**config.mk**
```make
export PLATFORM = sky130hd
export DESIGN_NAME = btn_debounce_multi
export DESIGN_NICKNAME = d
export VERILOG_FILES = /design/src/rtl/btn_debounce_multi.sv
export SDC_FILE = /design/constraint.sdc
export NUM_CORES = 1
export LEC_CHECK = 0
export CORE_ASPECT_RATIO = 1.2
export CORE_MARGIN = 2
export CORE_UTILIZATION = 45
export CTS_BUF_LIST = sky130_fd_sc_hd__clkbuf_4 sky130_fd_sc_hd__clkbuf_8
export DETAILED_ROUTE_END_ITERATION = 10
export GPL_TIMING_DRIVEN = 0
export HOLD_SLACK_MARGIN = 0.02
export REMOVE_ABC_BUFFERS = 1
export SKIP_LAST_GASP = 1
export SLEW_MARGIN = 25
export SYNTH_ARGS = -nofsm -noshare
export SYNTH_HDL_FRONTEND = slang
export SYNTH_SLANG_ARGS = --single-unit
```
**constraint.sdc**
```tcl
create_clock -name clk -period 1.9 [get_ports clk]
set_clock_uncertainty 0.2 [all_clocks]
set_input_delay 0.57 -clock clk [delete_from_list [all_inputs] [get_ports clk]]
set_output_delay 0.57 -clock clk [all_outputs]
set_load 0.05 [all_outputs]
```
**src/rtl/btn_debounce_multi.sv**
```systemverilog
// -----------------------------------------------------------------------------
// btn_debounce_multi
//   N-channel push-button debouncer with press/release edge pulses and optional
//   auto-repeat. Each raw input is polarity-normalised, passed through a 2-FF
//   synchroniser, then must disagree with its debounced level for STABLE_CNT
//   consecutive en ticks before the level flips.
//
// Ports
//   clk            in   1     system clock, rising edge
//   rst_n          in   1     asynchronous reset, active low
//   en             in   1     sampling tick; counters advance only when en=1
//   btn            in   N_CH  raw asynchronous button inputs
//   level          out  N_CH  debounced pressed state
//   press          out  N_CH  1-clk pulse on a debounced 0->1 flip
//   release_pulse  out  N_CH  1-clk pulse on a debounced 1->0 flip
//                             ('release' is a reserved word in SystemVerilog)
//   rpt            out  N_CH  1-clk auto-repeat pulse while held (0 if REPEAT_EN=0)
// -----------------------------------------------------------------------------
module btn_debounce_multi #(
    parameter int unsigned N_CH           = 4,
    parameter int unsigned CNT_W          = 16,
    parameter int unsigned STABLE_CNT     = 50000,
    parameter int unsigned BTN_ACTIVE_LOW = 0,
    parameter int unsigned REPEAT_EN      = 0,
    parameter int unsigned HOLD_TICKS     = 500,
    parameter int unsigned REPEAT_TICKS   = 100
) (
    input  logic            clk,
    input  logic            rst_n,
    input  logic            en,
    input  logic [N_CH-1:0] btn,
    output logic [N_CH-1:0] level,
    output logic [N_CH-1:0] press,
    output logic [N_CH-1:0] release_pulse,
    output logic [N_CH-1:0] rpt
);

    localparam logic [CNT_W-1:0] STABLE_LAST = CNT_W'(STABLE_CNT - 1);
    localparam logic [CNT_W-1:0] HOLD_LAST   = CNT_W'(HOLD_TICKS - 1);
    localparam logic [CNT_W-1:0] REPEAT_LAST = CNT_W'(REPEAT_TICKS - 1);

    logic [N_CH-1:0]  pressed_c;
    logic [N_CH-1:0]  sync1_q;
    logic [N_CH-1:0]  sync2_q;
    logic [CNT_W-1:0] cnt_q [N_CH];
    logic [CNT_W-1:0] cnt_d [N_CH];
    logic [CNT_W-1:0] hc_q  [N_CH];
    logic [CNT_W-1:0] hc_d  [N_CH];
    logic [N_CH-1:0]  first_done_q;
    logic [N_CH-1:0]  first_done_d;
    logic [N_CH-1:0]  level_d;
    logic [N_CH-1:0]  press_d;
    logic [N_CH-1:0]  release_d;
    logic [N_CH-1:0]  rpt_d;

    // Invert before the synchroniser so reset (all zeros) always means "not pressed".
    assign pressed_c = (BTN_ACTIVE_LOW != 0) ? ~btn : btn;

    // Debounce and auto-repeat next-state logic, one independent slice per channel.
    always_comb begin
        cnt_d        = cnt_q;
        hc_d         = hc_q;
        first_done_d = first_done_q;
        level_d      = level;
        press_d      = '0;
        release_d    = '0;
        rpt_d        = '0;
        for (int i = 0; i < int'(N_CH); i++) begin
            if (sync2_q[i] == level[i]) begin
                cnt_d[i] = '0;
            end else if (en) begin
                if (cnt_q[i] == STABLE_LAST) begin
                    cnt_d[i]     = '0;
                    level_d[i]   = sync2_q[i];
                    press_d[i]   = sync2_q[i];
                    release_d[i] = ~sync2_q[i];
                end else begin
                    cnt_d[i] = cnt_q[i] + CNT_W'(1);
                end
            end

            // Hold counter only runs from the first en tick after the press edge;
            // a release flip on the same edge wins over any threshold hit.
            if ((REPEAT_EN == 0) || !level[i] || release_d[i]) begin
                hc_d[i]         = '0;
                first_done_d[i] = 1'b0;
            end else if (en) begin
                if (!first_done_q[i] && (hc_q[i] == HOLD_LAST)) begin
                    rpt_d[i]        = 1'b1;
                    hc_d[i]         = '0;
                    first_done_d[i] = 1'b1;
                end else if (first_done_q[i] && (hc_q[i] == REPEAT_LAST)) begin
                    rpt_d[i] = 1'b1;
                    hc_d[i]  = '0;
                end else begin
                    hc_d[i] = hc_q[i] + CNT_W'(1);
                end
            end
        end
    end

    // State and output registers.
    always_ff @(posedge clk or negedge rst_n) begin
        if (!rst_n) begin
            sync1_q       <= '0;
            sync2_q       <= '0;
            level         <= '0;
            press         <= '0;
            release_pulse <= '0;
            rpt           <= '0;
            first_done_q  <= '0;
            for (int i = 0; i < int'(N_CH); i++) begin
                cnt_q[i] <= '0;
                hc_q[i]  <= '0;
            end
        end else begin
            sync1_q       <= pressed_c;
            sync2_q       <= sync1_q;
            level         <= level_d;
            press         <= press_d;
            release_pulse <= release_d;
            rpt           <= rpt_d;
            first_done_q  <= first_done_d;
            for (int i = 0; i < int'(N_CH); i++) begin
                cnt_q[i] <= cnt_d[i];
                hc_q[i]  <= hc_d[i];
            end
        end
    end

endmodule

```
# == Yosys cells after proc, flatten, opt, wreduce, memory -nomap -nowiden ==
# Cells that the tools add are included.
# Widths: inputs -> output; s select.
# totals
reg_bits,84
in_bits,7
output_inout_bits,16
elab_cells,76
# classes
addsub,4
n_eq_ne,8
muxes,36
bitwise,8
reduce_logical,8
# op_table
op,count
$mux 16,12
$add 16x1->16 const B,4
$eq 16x16->1 const B,4
$mux 1,24
$reduce_and 3->1,4
$not 1->1,8
$reduce_bool 2->1,4
$eq 1x1->1,4

# == Depth between registers and ports, before layout ==
# logic_depth
word_depth,4
mapped_depth,7
ltp_nobuf,5

# == Least setup slack after synthesis ==
# OpenSTA, ideal clock, no wires.
# synth_timing
path_kind,flip-flop to flip-flop
from,register level[1]
to,register cnt_q[38] (netlist name)
setup_ns,0.087
arrival_time_ns,1.915
required_ns,1.613
setup_slack_ns,-0.301
path_stages_with_launch,5
path_buffers,0
period_less_slack_ns,2.201
cell_sequence,dfrtp_1 > xor2_1 > nand2_1 > or4_2 > o211ai_1
# synth_via
elab_chain_cells,2
elab_cells_between_ends,3
cone_classes,eq/ne (1); mux (1); reduce/logical (1)
# synth_lines
element,line,source
start: declaration,32,"output logic [N_CH-1:0] level,"
start signal: assignment,119,level <= level_d;
$eq 1x1->1 *,69,if (sync2_q[i] == level[i]) begin
$mux 16 or $reduce_bool 2->1 (tied branches),-,
end signal: indexed assignment,125,cnt_q[i] <= cnt_d[i];
end: declaration,45,logic [CNT_W-1:0] cnt_q [N_CH];
# Mark *: on every way between the ends. The rest lies on a longest branch, timed or not.
# A chain may end at the register's enable or synchronous reset.

# == Final worst setup path ==
# layout_timing
from,register cnt_q[43] (netlist name)
to,register cnt_q[43] (netlist name)
# layout_via
elab_chain_cells,4
elab_cells_between_ends,5
cone_classes,add/sub (1); eq/ne (1); mux (3)
# layout_lines
element,line,source
$add 16x1->16 or $eq 16x16->1 (tied branches),"78, 72",
$mux 16 *,72,if (cnt_q[i] == STABLE_LAST) begin
$mux 16 *,71,end else if (en) begin
$mux 16 *,69,
# Mark *: on every way between the ends. The rest lies on a longest branch, timed or not. The select of a mux whose other input is x is not followed.

==> run summary <==
status: finished, violations left
failing checks: setup timing
clk slew on worst S/H paths: 0.09 ns
Slew Limit Fails: 0
Final Cycle Share: 106%
Ys Warns: 0
final worst slack: -0.116 ns
residual DRC count: 0
DR vias/cell: 6.36
Final HPWL DP: 6840 um
CP Data Arrival Time: 2.09 ns
post-synth cell types: 65
Longest Clk Path Bufs: 2
H-Tree Depth: 3
initial antenna violation count: 0
Synth top area share: 45.8%
asr flop ratio synth: 100%
most common flop cell mapped by yosys: dfrtp_1
post-synthesis sequential area ratio: 45.8%
count of input and output buffers: 18
synthesized area per cell: 9.52 um2
Final Hold Fails: 0
post-route ant nets: 0
drt wl/cell: 18.1 um
first-pass GRT wire length: 19300 um
Yosys reg bits: 84
Root Driver: clkbuf_8
largest area contributor in the netlist: dfrtp_1
Area Growth Syn to Fin: 31.3%
hold crit path type: flop to flop
Peak VDD IR: 0.348 mV
Mapped Area: 0.00459 mm2
core footprint: 0.00996 mm2
Rel. slew slack: 63.3%
Commonest cells post-synth: dfrtp_1 (84), nand2_1 (56), nand3_1 (32)
number of enable flip-flop cells after synthesis: 0
GRT Overall Usage: 22.0%
final total power: 3.58 mW
die area: 0.0110 mm2
maximum clock frequency: 496 MHz
FF-to-FF path depth: 5
final wirelength: 12300 um
Max Cap Viol: 0
fin crit period: 2.02 ns
vias in the first global route: 4104
GPL Wtd Cong: 0.859
static leakage: 2.33 nW
DRT iter0 DRCs: 240
total clock buffers created by CTS: 9
CTS tree: yes
placed cell count: 603
worst hold path cell count: 0
DR pass1 iterations: 7
crit path kind: flop to flop
Critical Path Source Type: flop
actual slew at the worst max-slew pin: 0.549 ns
Post-Syn Instances: 482
Area contributors post-synth: dfrtp_1 (46%), nand2_1 (4.6%), nand3_1 (3.5%)
Clock Sinks: 84
Setup crit end kind: flop
count leader, synth: dfrtp_1
largest net degree at the start of global routing: 44
Die Y-Extent: 115 um
PwrDens: 593 mW/mm2
row cnt: 40
die width: 96.2 um
Critical Path RT: 1.97 ns
grt ovf: 0
Final Setup Violations: 15
share of layout cells above drive strength 1: 34.5%
Nets: 560
I/O pin count: 23
starting density of the core: 46.1%
Hold WS: 0.155 ns
vias: 4322
worst skew pair latency: 0.37 ns
RSZ-0062 raised after global routing: yes
Finished Layout Cells: 680
Finished Core Util: 60.5%
crit path max fanout: 4
ANT cells: 0
final timing paths:
path / start / end / slack [ns]
min: sync1_q[0]$_DFF_PN0_ / sync2_q[0]$_DFF_PN0_ / 0.16
max reg2reg: cnt_q[43]$_DFFE_PN0P_ / cnt_q[43]$_DFFE_PN0P_ / -0.12
min in group asynchronous: rst_n / cnt_q[23]$_DFFE_PN0P_ / 0.48
max: cnt_q[43]$_DFFE_PN0P_ / cnt_q[43]$_DFFE_PN0P_ / -0.12
max in group asynchronous: rst_n / cnt_q[12]$_DFFE_PN0P_ / 0.45
min reg2reg: sync1_q[0]$_DFF_PN0_ / sync2_q[0]$_DFF_PN0_ / 0.16
stage by stage:
stage	setup TNS, ns	cell area, um2	worst slack [ns]
after floorplan	-13.34	4460	-0.476
after global placement	-380.19	4790	-3.08
after detailed placement	-120.88	4820	-2.53
after CTS	-0.744	5590	-0.123
after global routing	-1.92	6030	-0.188
final	-0.865	6030	-0.116
cells in the final DEF (no fill, tap or decap), drive strengths merged, types with 4 or more instances in the layout:
| cell | netlist | routed |
|---|---|---|
| a41oi | 7 | 7 |
| nand4 | 19 | 19 |
| o311ai | 13 | 13 |
| nand2 | 56 | 56 |
| and4b | 5 | 5 |
| or4 | 8 | 8 |
| a21oi | 9 | 9 |
| inv | 8 | 8 |
| mux2 | 4 | 4 |
| dfrtp | 84 | 84 |
| nor4b | 4 | 4 |
| nor3 | 13 | 13 |
| or2 | 8 | 8 |
| nor2 | 26 | 26 |
| clkdlybuf4s15 | 0 | 8 |
| xnor2 | 4 | 4 |
| a31oi | 17 | 17 |
| o21ai | 7 | 7 |
| o21a | 10 | 10 |
| o31ai | 6 | 6 |
| nand3 | 32 | 32 |
| xor2 | 5 | 5 |
| o211ai | 7 | 7 |
| a21o | 4 | 4 |
| and3 | 9 | 9 |
| nor3b | 7 | 7 |
| and4 | 5 | 6 |
| conb | 1 | 4 |
| clkbuf | 14 | 14 |
| ha | 4 | 4 |
| clkdlybuf4s50 | 0 | 4 |
| nor4 | 24 | 25 |
| and2 | 7 | 7 |
| buf | 13 | 63 |
| or3 | 8 | 8 |
critical path: stages (launching register included):
cell,delay [ns]
dfrtp_1,0.40
or4_4,0.58
nor4_4,0.23
buf_4,0.20
o311ai_0,0.16
o21a_1,0.15
what timing repair did:
| item | 4_1_cts | 5_1_grt |
|---|---|---|
| pin swaps | 22 | 24 |
| endpoints found under the setup margin | 88 | 64 |
| buffers inserted | 37 | 20 |
| gates cloned | 3 | 0 |
| endpoints found under the hold margin | 41 | 0 |
| resized for setup | 104 | 74 |
| hold buffers | 1 | 0 |
final cells by class:
type                    instances  area, um2
clock buffers                  13        173
clock inverters                 3       43.8
fillers                       806       3930
inverters                       9       38.8
multi-input cells             368       2800
flip-flops and latches         84       2130
well taps                     126        158
repair buffers                 77        674
state kept, by name (all words and copies together), names as in the netlist:
name,cells
cnt_q,64
level,4
press,4
release_pulse,4
sync1_q,4
sync2_q,4
power by group:
part           internal (mW)  switching (mW)
combinational          0.113           0.185
sequential              1.82          0.0435
clock                  0.732           0.685
cells by family (layout without fill, tap and decap cells):
group	count (synthesis)	after routing	synth area share, %
other	1	4	0.0817
XOR/XNOR	9	9	1.72
multiplexers	6	6	1.42
buffers and inverters	36	102	3.92
adder cells (fa/ha/maj)	4	4	1.09
AND/OR/NAND/NOR	243	246	29.8
AO/OA/AOI/OAI	99	99	16.2
flip-flops	84	84	45.8
layer usage:
metal | GRT usage (%) | up-vias | routed length, um
met5 | 0 | - | 0
met4 | 10.0 | 0 | 270
met3 | 2.63 | 26 | 567
met2 | 35.3 | 160 | 6250
met1 | 29.7 | 2136 | 5190
li1 | - | 2000 | -
No activity file was read; power rests on OpenSTA's default activity.
